<file path="config.mk">
export PLATFORM = sky130hd
export DESIGN_NAME = fetch_unit
export DESIGN_NICKNAME = d
export VERILOG_FILES = /design/src/rtl/fetch_unit.sv
export SDC_FILE = /design/constraint.sdc
export NUM_CORES = 1
export LEC_CHECK = 0
export BUFFER_PORTS_ARGS = -buffer_cell sky130_fd_sc_hd__buf_2
export CAP_MARGIN = 20
export CORE_MARGIN = 10
export CORE_UTILIZATION = 45
export DETAILED_ROUTE_END_ITERATION = 8
export PLACE_DENSITY = 0.76
export SETUP_SLACK_MARGIN = 0.2
export SLEW_MARGIN = 25
export SYNTH_ARGS = -nofsm -noshare
export SYNTH_HDL_FRONTEND = slang
export SYNTH_SLANG_ARGS = --single-unit
</file>
<file path="constraint.sdc">
create_clock -name I_CLOCK -period 2.4 [get_ports I_CLOCK]
set_input_delay 0.24 -clock I_CLOCK [delete_from_list [all_inputs] [get_ports I_CLOCK]]
set_output_delay 0.24 -clock I_CLOCK [all_outputs]
set_load 0.005 [all_outputs]
</file>
<file path="src/rtl/fetch_unit.sv">
// Instruction fetch stage: holds the architectural PC and reads instruction memory.
// Stops after each branch-class instruction until Execute resolves it.
module fetch_unit #(
    parameter int              PC_WIDTH = 16,
    parameter int              IR_WIDTH = 32,
    parameter int              IMEM_AW  = 10,
    parameter logic [15:0]     RESET_PC = 16'h0000,
    parameter logic [4:0]      BR_CLASS = 5'b11011
) (
    input  logic                I_CLOCK,
    input  logic                I_RESET_N,
    input  logic                I_LOCK,
    input  logic                I_DEStallSignal,
    input  logic                I_BrResolved_Signal,
    input  logic                I_BranchAddrSelect_Signal,
    input  logic [PC_WIDTH-1:0] I_BranchPC_Signal,
    output logic [IMEM_AW-1:0]  O_IMemAddr,
    input  logic [IR_WIDTH-1:0] I_IMemData,
    output logic                O_LOCK,
    output logic [PC_WIDTH-1:0] O_PC,
    output logic [IR_WIDTH-1:0] O_IR,
    output logic                O_FE_Valid,
    output logic [15:0]         O_BrStallCycles
);

    typedef enum logic [1:0] {
        IDLE    = 2'd0,
        FETCH   = 2'd1,
        BR_WAIT = 2'd2
    } state_t;

    state_t              state_q, state_d;
    logic [PC_WIDTH-1:0] pc_q, pc_d;
    logic [PC_WIDTH-1:0] opc_q, opc_d;
    logic [IR_WIDTH-1:0] ir_q, ir_d;
    logic                valid_q, valid_d;
    logic                lock_q, lock_d;
    logic [15:0]         cnt_q, cnt_d;

    logic [PC_WIDTH-1:0] pc_inc;
    logic [15:0]         cnt_inc;
    logic                is_br;

    assign O_IMemAddr      = pc_q[IMEM_AW+1:2];
    assign O_LOCK          = lock_q;
    assign O_PC            = opc_q;
    assign O_IR            = ir_q;
    assign O_FE_Valid      = valid_q;
    assign O_BrStallCycles = cnt_q;

    assign pc_inc  = pc_q + PC_WIDTH'(4);
    assign cnt_inc = (cnt_q == 16'hFFFF) ? cnt_q : cnt_q + 16'd1;
    assign is_br   = (I_IMemData[31:27] == BR_CLASS);

    // Next-state: lock drop wins, then redirect, then stall, then fetch.
    always_comb begin
        state_d = state_q;
        pc_d    = pc_q;
        opc_d   = opc_q;
        ir_d    = ir_q;
        valid_d = valid_q;
        lock_d  = I_LOCK;
        cnt_d   = cnt_q;
        if (!I_LOCK) begin
            state_d = IDLE;
            valid_d = 1'b0;
        end else begin
            unique case (state_q)
                IDLE: begin
                    valid_d = 1'b0;
                    state_d = FETCH;
                end
                FETCH: begin
                    if (I_BranchAddrSelect_Signal) begin
                        pc_d    = I_BranchPC_Signal;
                        valid_d = 1'b0;
                    end else if (!I_DEStallSignal) begin
                        ir_d    = I_IMemData;
                        opc_d   = pc_inc;
                        valid_d = 1'b1;
                        pc_d    = pc_inc;
                        if (is_br) begin
                            state_d = BR_WAIT;
                        end
                    end
                end
                BR_WAIT: begin
                    cnt_d = cnt_inc;
                    if (!I_DEStallSignal) begin
                        valid_d = 1'b0;
                    end
                    if (I_BrResolved_Signal) begin
                        if (I_BranchAddrSelect_Signal) begin
                            pc_d = I_BranchPC_Signal;
                        end
                        state_d = FETCH;
                    end
                end
                default: begin
                    valid_d = 1'b0;
                    state_d = IDLE;
                end
            endcase
        end
    end

    // State and output registers, updated on the falling clock edge.
    always_ff @(negedge I_CLOCK or negedge I_RESET_N) begin
        if (!I_RESET_N) begin
            state_q <= IDLE;
            pc_q    <= RESET_PC[PC_WIDTH-1:0];
            opc_q   <= '0;
            ir_q    <= '0;
            valid_q <= 1'b0;
            lock_q  <= 1'b0;
            cnt_q   <= '0;
        end else begin
            state_q <= state_d;
            pc_q    <= pc_d;
            opc_q   <= opc_d;
            ir_q    <= ir_d;
            valid_q <= valid_d;
            lock_q  <= lock_d;
            cnt_q   <= cnt_d;
        end
    end

endmodule
</file>
==> flow_summary_export.csv, run 1 <==
group,metric,value,unit
placement,port_buffer_cells,129,
critical_path,worstSetupPathDepth,1,
power,static-leakage-power,3.01,nW
critical_path,required,2.16,ns
logic_synthesis,post_synth_num_cell_types,48,
routing,drt_pass1_iterations,4,
floorplan,floorplan.die.height,115,um
clock_network,cts_inserted_buffers,9,
logic_synthesis,dominantRegCellSynth,"dfrtn_1",
flow_run,max_cap_violations,0,
critical_path,type_of_element_capturing_the_critical_path,"primary output",
logic_synthesis,cell_count_after_synthesis,433,
logic_synthesis,netlist_area,4060,um2
clock_network,cts_max_path_buffers,2,
logic_synthesis,post_synthesis_async_set_or_reset_flop_share,100,%
critical_path,worst_path_dominant_cell_family,"flip-flops",
logic_synthesis,synth-edff-count,0,
grt,grtUsageTotal,16.7,%
clock_network,clock_latency,0.34,ns
critical_path,r2r.worst_path.cells,7,
critical_path,critical_path_cell_by_cell,"buf_2",
floorplan,std_cell_rows,34,
logic_synthesis,syn-num-nets,493,
placement,place.detailed.hpwl,8420,um
finish,finish.cell_count_without_fillers,741,
critical_path,crit_buf_inv,1,
sta,final.hold.worst_slack,0.416,ns
floorplan,placeableCoreArea,8760,um2
clock_network,clkTransAtPathRegs,0.06,ns
logic_synthesis,synth_common_cells,"nand2_1, dfrtn_1, o21ai_0",
worst_hold_path,worst_hold_path_type,"flop to flop",
sta,hold_viol_final,0,
finish,multiInputGateArea,1890,um2
critical_path,worst-r2r-setup-slack,0.40,ns
clock_network,tritoncts_num_sinks,84,
critical_path,cp.arrival,2.11,ns
power,p_clk_share,18.3,%
critical_path,crit-reg2reg-capture,"O_BrStallCycles[1]",
routing,viasPerCell,5.15,
finish,flow.area_growth_from_synthesis,43.3,%
clock_network,cts_htree_levels,3,
routing,dr.first_iter.drc_count,301,
grt,grt_overflow,0,
routing,route.antenna.remaining_nets,0,
finish,post-route-util,66.3,%
logic_synthesis,synth_register_bits,84,
critical_path,delay_of_the_slowest_cell_on_the_worst_path,0.45,ns
grt,wire_length_of_the_first_global_routing_pass,18200,um
finish,fraction_of_layout_cells_with_a_size_suffix_above_1,41.2,%
critical_path,startpoint_type,"flop",
floorplan,boundaryPins,130,
worst_hold_path,min_path_cells,2,
grt,first_global_vias,3755,
grt,antenna_violations_before_repair,0,
clock_network,clockRootBuffer,"clkbuf_8",
finish,layout.area.seq,2100,um2
power,comb_pwr_share,44.5,%
finish,fillerInstances,685,
routing,avgRoutedWirePerCell,15.6,um
floorplan,floorplan.initialDensity,46.3,%
finish,finalNetCount,688,
logic_synthesis,yosys_warnings,0,
sta,timing.clock.skew,0.00805,ns
critical_path,cp-endpoint,"O_BrStallCycles[2]",
logic_synthesis,synth_most_common_cell,"nand2_1",
logic_synthesis,yosysSeqAreaShare,51.8,%
critical_path,critPathSlowestCell,"dfrtn_1",
power,internal_power,0.00408,W
finish,final_area,5810,um2
logic_synthesis,postSynthAreaPerCell,9.37,um2
logic_synthesis,synth_top_area_cell,"dfrtn_1",
power,irDropWorstVdd,0.000360,V
critical_path,crit_path_max_fanout,2,
sta,final_max_slew_viol_count,0,
routing,totalWireLength,11600,um
placement,place.gp.congestion,0.820,
run_status,run_status,"complete, no violations",
power,power_per_cell_area,1070,nW/um2
critical_path,critPathKind,"flop to primary output",
power,netSwitchingPower,0.00215,W
power,power.total,0.00624,W
sta,headroom_to_the_max_slew_limit,63.2,%
sta,rsz_0062_raised_after_global_routing,"yes",
clock_network,post_cts_hold_buffer_count,0,
floorplan,die_area,13200,um2
routing,drt_drc_violations_left,0,
logic_synthesis,ys_top_cells_by_area,"dfrtn_1, nand2_1, o21ai_0",
finish,num_antenna_cells,0,
clock_network,cts_tree,"built",
logic_synthesis,synth.top_cell.area_share,51.8,%
critical_path,rr_startpoint,"O_BrStallCycles[1]",
critical_path,worst_setup_path_startpoint,"O_BrStallCycles[2]",
power,pwr-share-seq,37.1,%
grt,pin_count_of_the_biggest_net_entering_global_routing,42,
sta,finalSetupViolCount,0,
sta,worstMarginPinSlew,0.551,ns
routing,vias,3813,
placement,place_inst,668,
floorplan,chipWidth,115,um
placement,dpl_cell_area,5080,um2
power,swShare,34.5,%
==> flip-flops by register name, indices dropped and copies added (netlist names) <==
| register | count |
|---|---|
| pc_q | 16 |
| state_q | 2 |
| O_IR | 32 |
| O_LOCK | 1 |
| O_BrStallCycles | 16 |
| O_PC | 16 |
| O_FE_Valid | 1 |
==> timing repair <==
item,4_1_cts,5_1_grt
setup endpoints to repair,79,111
gates resized for setup,6,13
pin swaps,4,11
setup buffers,40,17
==> power by group through the flow <==
stage          Combinational [W]  Sequential, W  Clock (W)
2_1_floorplan            0.00125        0.00243          0
3_3_place_gp             0.00214        0.00238          0
3_5_place_dp             0.00221        0.00242          0
4_1_cts                  0.00264        0.00231    0.00116
5_1_grt                  0.00309        0.00238    0.00122
6_report                 0.00278        0.00232    0.00114
==> layout by cell type (no fill, tap or decap), types with 7 or more instances in the layout <==
master / instances
a211oi_1: 10
a2bb2oi_1: 9
buf_12: 8
buf_2: 123
buf_4: 80
clkbuf_8: 10
dfrtn_1: 84
nand2_1: 138
nand3_1: 8
nand4_1: 11
nor2_1: 10
o21ai_0: 22
o22ai_1: 7
xnor2_1: 8
xor2_1: 12
==> area by class of cell <==
| cell class | count | area share [%] |
|---|---|---|
| clock inverters | 5 | 1.44 |
| inverters | 5 | 0.323 |
| flip-flops and latches | 84 | 36.2 |
| multi-input cells | 311 | 32.5 |
| repair buffers | 217 | 24.8 |
| clock buffers | 11 | 2.43 |
| well taps | 108 | 2.32 |
==> metal layers <==
layer | share of wire [%] | global-route usage (%)
met4 | 1.3 | 6.52
met1 | 42 | 21.0
met2 | 48 | 27.1
met3 | 8.5 | 4.11
met5 | 0 | 0
==> through the flow <==
step	worst slack (ns)	TNS, ns
2_1_floorplan	0.0522	0
3_3_place_gp	-0.135	-5.51
3_5_place_dp	-0.195	-6.63
4_1_cts	0.0529	0
5_1_grt	0.0257	0
6_report	0.0511	0
==> cell families after synthesis <==
logic type / share of synthesized area (%)
flip-flops: 51.8
buffers and inverters: 5.03
AND/OR/NAND/NOR: 23.6
AO/OA/AOI/OAI: 11.7
XOR/XNOR: 4.32
multiplexers: 1.70
adder cells (fa/ha/maj): 1.85
==> how the worst min path moves through the flow <==
| stage | start | end | slack (ns) |
|---|---|---|---|
| after floorplan | pc_q[0] | O_PC[0] | 0.39 |
| after global placement | pc_q[0] | O_PC[0] | 0.41 |
| after detailed placement | O_IR[1] | O_IR[1] | 0.42 |
| after CTS | O_IR[1] | O_IR[1] | 0.42 |
| after global routing | O_PC[1] | O_PC[1] | 0.44 |
| final | O_PC[1] | O_PC[1] | 0.42 |
Power figures use the tool's default switching activity.
==> inputs of run 2 (changes only) <==
--- a/config.mk
+++ b/config.mk
@@ -14,3 +14,3 @@
 export SETUP_SLACK_MARGIN = 0.2
-export SLEW_MARGIN = 25
+export SLEW_MARGIN = 20
 export SYNTH_ARGS = -nofsm -noshare
==> constraint.sdc (replaced) <==
create_clock -name I_CLOCK -period 2.3 [get_ports I_CLOCK]
set_input_delay 0.115 -clock I_CLOCK [delete_from_list [all_inputs] [get_ports I_CLOCK]]
set_output_delay 0.115 -clock I_CLOCK [all_outputs]
set_load 0.005 [all_outputs]
==> flow_summary_export.csv, run 2 (synthesis results as in run 1) <==
group,metric,value,unit
run_status,run_status,"complete, no violations",
placement,post-place-ws,-0.102,ns
finish,mostFrequentLayoutCells,"nand2_1, buf_2, dfrtn_1",
critical_path,delay_of_the_slowest_cell_on_the_worst_path,0.45,ns
floorplan,floorplan.die.height,115,um
sta,headroom_to_the_max_slew_limit,77.1,%
clock_network,cts_tree,"built",
grt,wire_length_of_the_first_global_routing_pass,18700,um
grt,grt_overflow,0,
routing,drt_drc_violations_left,0,
sta,final_max_slew_viol_count,0,
floorplan,floorplan.initialDensity,46.3,%
finish,fraction_of_layout_cells_with_a_size_suffix_above_1,39.6,%
critical_path,critPathSlowestCell,"dfrtn_1",
grt,pin_count_of_the_biggest_net_entering_global_routing,49,
routing,vias,3714,
critical_path,crit_buf_inv,1,
clock_network,cts_htree_levels,3,
routing,avgRoutedWirePerCell,15.9,um
finish,layout.area.seq,2100,um2
grt,first_global_vias,3821,
routing,viasPerCell,5.08,
floorplan,die_area,13200,um2
finish,num_antenna_cells,0,
critical_path,type_of_element_capturing_the_critical_path,"primary output",
clock_network,clock_latency,0.34,ns
floorplan,boundaryPins,130,
sta,setup_slack,0.118,ns
placement,place.detailed.hpwl,8350,um
floorplan,placeableCoreArea,8760,um2
finish,fillerInstances,743,
worst_hold_path,worst_hold_path_type,"flop to flop",
grt,antenna_violations_before_repair,0,
finish,final_area,5650,um2
finish,flow.area_growth_from_synthesis,39.3,%
finish,multiInputGateArea,1840,um2
sta,hold_viol_final,0,
critical_path,worst_path_dominant_cell_family,"flip-flops",
routing,route.antenna.remaining_nets,0,
power,irDropWorstVdd,0.000594,V
finish,mostFrequentLayoutCell,"nand2_1",
placement,place.gp.congestion,0.863,
clock_network,cts_max_path_buffers,2,
floorplan,std_cell_rows,34,
critical_path,startpoint_type,"flop",
grt,grtUsageTotal,17.2,%
sta,rsz_0062_raised_after_global_routing,"yes",
placement,dpl_cell_area,5000,um2
clock_network,cts_inserted_buffers,9,
sta,finalSetupViolCount,0,
sta,final.hold.worst_slack,0.419,ns
critical_path,critical_path_cell_by_cell,"buf_2",
routing,drt_pass1_iterations,4,
critical_path,crit_path_max_fanout,2,
clock_network,clockRootBuffer,"clkbuf_8",
critical_path,critPathKind,"flop to primary output",
routing,totalWireLength,11600,um
finish,finalNetCount,678,
routing,dr.first_iter.drc_count,227,
sta,timing.clock.skew,0.0119,ns
floorplan,chipWidth,115,um
power,static-leakage-power,2.94,nW
flow_run,max_cap_violations,0,
critical_path,cp.arrival,2.07,ns
critical_path,required,2.18,ns
clock_network,tritoncts_num_sinks,84,
sta,worstMarginPinSlew,0.341,ns
clock_network,clkTransAtPathRegs,0.06,ns
placement,port_buffer_cells,129,
power,power_per_cell_area,1140,nW/um2
finish,largest_register_ffs,32,
-- run 2: cell count changes in the layout (fill, tap and decap cells not counted), moves of 2 or more --
cell	delta
nor3_1	+2
o21ai_0	+2
buf_12	-3
buf_4	-6
-- run 2: metal layers --
metal,up-vias,GRT usage [%],share of wire [%]
met3,14,4.84,7.5
met4,0,6.52,1.5
li1,1839,-,-
met5,-,0,0
met1,1749,21.2,42
met2,112,28.2,49
-- run 2: final cells by class --
type | instances | share of cell area (%)
Sequential cell | 84 | 37.2
Multi-Input combinational cell | 311 | 32.5
Timing Repair Buffer | 207 | 23.4
Clock buffer | 11 | 2.68
Tap cell | 108 | 2.39
Clock inverter | 5 | 1.48
Inverter | 5 | 0.332
-- run 2: what timing repair did --
action                                  CTS  global route
pin swaps                                 0             2
buffers inserted                         33            18
hold buffers                              0             0
endpoints found under the setup margin   76            82
resized for setup                         4             5
-- run 2: worst paths after layout --
kind                               startpoint            endpoint  slack (ns)  depth (start not counted)
max                        O_BrStallCycles[3]  O_BrStallCycles[3]        0.12                          1
min                                  O_IR[17]            O_IR[17]        0.42                          2
max reg2reg                           pc_q[2]            pc_q[12]        0.32                          7
min reg2reg                          O_IR[17]            O_IR[17]        0.42                          2
max in group asynchronous           I_RESET_N              O_LOCK        1.05                          2
min in group asynchronous           I_RESET_N            O_PC[10]        0.71                          1
-- run 2: report_power, final --
part / total [W] / switching (W) / leakage, nW / internal [W]
clock network: 0.00123 / 0.000554 / 0.112 / 0.000673
logic: 0.00280 / 0.00134 / 1.77 / 0.00147
registers: 0.00243 / 0.000328 / 1.05 / 0.00210
total: 0.00646 / 0.00222 / 2.94 / 0.00424
-- run 2: through the flow --
stage | cells | total power [W] | utilization [%] | setup TNS (ns)
final | 731 | 0.00646 | 64.5 | 0
after global routing | 731 | 0.00695 | 64.5 | 0
after CTS | 713 | 0.00631 | 62.8 | 0
after detailed placement | 664 | 0.00478 | 57.0 | -1.62
after global placement | 664 | 0.00468 | 57.0 | -0.432
after floorplan | 433 | 0.00381 | - | 0
==> inputs of run 3 (changes only) <==
- ABC_AREA: unset -> 1
- GPL_TIMING_DRIVEN: unset -> 0
- SLEW_MARGIN: 20 -> unset
==> flow_summary_export.csv, run 3 <==
group,metric,value,unit
floorplan,placeableCoreArea,9200,um2
routing,drt_pass1_iterations,4,
critical_path,worst_path_most_repeated_cell,"buf_6",
placement,port_buffer_cells,129,
routing,viasPerCell,4.86,
placement,place.detailed.hpwl,8910,um
critical_path,delay_of_the_slowest_cell_on_the_worst_path,0.47,ns
logic_synthesis,netlist_area,4210,um2
run_status,run_status,"complete, no violations",
logic_synthesis,synth-edff-count,0,
routing,totalWireLength,12500,um
sta,hold_viol_final,0,
grt,pin_count_of_the_biggest_net_entering_global_routing,45,
power,power_per_cell_area,1130,nW/um2
logic_synthesis,synth_most_common_cell,"nand2_1",
floorplan,floorplan.initialDensity,45.8,%
power,netSwitchingPower,0.00237,W
finish,finalNetCount,802,
clock_network,tritoncts_num_sinks,84,
logic_synthesis,synth_top_area_cell,"dfrtn_1",
routing,vias,4183,
power,p_clk_share,16.8,%
logic_synthesis,post_synthesis_async_set_or_reset_flop_share,100,%
finish,final_area,5800,um2
critical_path,crit_path_max_fanout,2,
critical_path,critPathKind,"flop to primary output",
grt,grtUsageTotal,18.3,%
sta,headroom_to_the_max_slew_limit,63.6,%
placement,post-place-ws,-0.129,ns
power,comb_pwr_share,45.6,%
floorplan,floorplan.die.height,117,um
grt,first_global_vias,4266,
finish,layout.area.seq,2100,um2
flow_run,max_cap_violations,0,
clock_network,clockRootBuffer,"clkbuf_8",
finish,finish.cell_count_without_fillers,861,
placement,dpl_cell_area,5030,um2
grt,grt_overflow,0,
critical_path,r2r.worst_path.cells,10,
power,pwr-share-seq,37.6,%
critical_path,required,2.18,ns
floorplan,boundaryPins,130,
clock_network,cts_tree,"built",
routing,avgRoutedWirePerCell,14.5,um
logic_synthesis,syn-num-nets,602,
logic_synthesis,yosys_warnings,0,
clock_network,post_cts_hold_buffer_count,0,
clock_network,cts_max_path_buffers,2,
sta,rsz_0062_raised_after_global_routing,"yes",
routing,route.antenna.remaining_nets,0,
power,swShare,36.3,%
grt,wire_length_of_the_first_global_routing_pass,20100,um
critical_path,cp.arrival,2.14,ns
worst_hold_path,worst_hold_path_type,"flop to flop",
logic_synthesis,synth.top_cell.area_share,49.9,%
sta,timing.clock.skew,0.00841,ns
sta,setup_slack,0.0431,ns
power,static-leakage-power,3.21,nW
grt,antenna_violations_before_repair,4,
routing,dr.first_iter.drc_count,201,
logic_synthesis,postSynthAreaPerCell,7.77,um2
sta,final_max_slew_viol_count,0,
clock_network,cts_htree_levels,3,
placement,place_inst,783,
critical_path,type_of_element_capturing_the_critical_path,"primary output",
routing,drt_drc_violations_left,0,
critical_path,critical_path_cell_by_cell,"buf_6 -> buf_6",
logic_synthesis,synth_common_cells,"nand2_1, dfrtn_1, nor2_1",
floorplan,chipWidth,117,um
sta,finalSetupViolCount,0,
critical_path,startpoint_type,"flop",
logic_synthesis,post_synth_num_cell_types,29,
sta,worstMarginPinSlew,0.546,ns
power,irDropWorstVdd,0.000441,V
worst_hold_path,min_path_cells,2,
clock_network,clkTransAtPathRegs,0.06,ns
floorplan,std_cell_rows,35,
critical_path,critPathSlowestCell,"dfrtn_1",
sta,final.hold.worst_slack,0.412,ns
finish,multiInputGateArea,1820,um2
logic_synthesis,cell_count_after_synthesis,542,
clock_network,cts_inserted_buffers,9,
logic_synthesis,synth_register_bits,84,
sta,fin_setup_tns,0,ns
finish,mostFrequentLayoutCells,"nand2_1, buf_2, dfrtn_1",
clock_network,clock_latency,0.33,ns
finish,fraction_of_layout_cells_with_a_size_suffix_above_1,33.5,%
logic_synthesis,dominantRegCellSynth,"dfrtn_1",
finish,mostFrequentLayoutCell,"nand2_1",
logic_synthesis,yosysSeqAreaShare,49.9,%
placement,place.gp.congestion,0.892,
floorplan,die_area,13600,um2
finish,flow.area_growth_from_synthesis,37.7,%
logic_synthesis,ys_top_cells_by_area,"dfrtn_1, nand2_1, nor2_1",
finish,fillerInstances,806,
finish,largest_register_ffs,32,
power,internal_power,0.00416,W
-- run 3: changes by cell type in the layout (fill, tap and decap cells not counted), sizes merged, moves of 8 or more --
cell,before,now
a211oi,10,0
a2bb2oi,9,0
buf,206,215
inv,5,30
nand2,140,257
nand3,10,28
nand4,12,4
nor2,13,58
-- run 3: layout make-up --
type | count | area share (%)
clock buffers | 9 | 2.14
clock inverters | 7 | 1.38
diodes | 3 | 0.129
multi-input cells | 404 | 31.4
inverters | 26 | 1.77
repair buffers | 189 | 20.2
plain buffers | 28 | 4.29
flip-flops and latches | 84 | 36.2
well taps | 111 | 2.39
-- run 3: worst paths after layout --
| kind | to | start | slack [ns] |
|---|---|---|---|
| max | O_IMemAddr[5] | pc_q[7] | 0.04 |
| min | O_IR[3] | O_IR[3] | 0.41 |
| max reg2reg | pc_q[3] | state_q[0] | 0.48 |
| min reg2reg | O_IR[3] | O_IR[3] | 0.41 |
| max in group asynchronous | pc_q[0] | I_RESET_N | 0.85 |
| min in group asynchronous | O_IR[0] | I_RESET_N | 0.79 |
-- run 3: layer usage --
metal	wire length, um	vias up	GRT usage (%)	part of all wire, %
met1	5190	1930	21.7	42
met3	1110	18	5.24	8.9
met5	13	-	0	0.10
li1	-	2079	-	-
met4	199	2	7.58	1.6
met2	5990	154	30.4	48
-- run 3: cells by family after synthesis --
logic type	after synthesis	share of synthesized area, %
compound gates	29	3.80
xor+xnor	16	3.33
fa+ha+maj	6	1.78
buf+inv	54	7.22
flops	84	49.9
mux	2	0.535
simple gates	351	33.4
-- run 3: timing repair --
| action | CTS | global route |
|---|---|---|
| buffers inserted | 37 | 22 |
| gates resized for setup | 15 | 18 |
| endpoints found under the setup margin | 97 | 123 |
| pin swaps | 0 | 2 |
-- run 3: critical path: cells and delay by family, from the launching register on --
kind,cells,cell delay [ns]
buf+inv,2,0.20
flops,1,0.47
-- run 3: per-stage QoR --
step	utilization, %	total power, W
6_report	63.1	0.00653
5_1_grt	63.1	0.00705
4_1_cts	60.8	0.00630
3_5_place_dp	54.7	0.00476
3_3_place_gp	54.5	0.00465
2_1_floorplan	-	0.00375
-- run 3: power groups by stage --
stage / combinational [W] / clock [W] / sequential (W)
floorplan: 0.00121 / 0 / 0.00254
global placement: 0.00212 / 0 / 0.00253
detailed placement: 0.00219 / 0 / 0.00257
CTS: 0.00273 / 0.00113 / 0.00244
global route: 0.00334 / 0.00118 / 0.00252
finish: 0.00298 / 0.00110 / 0.00246
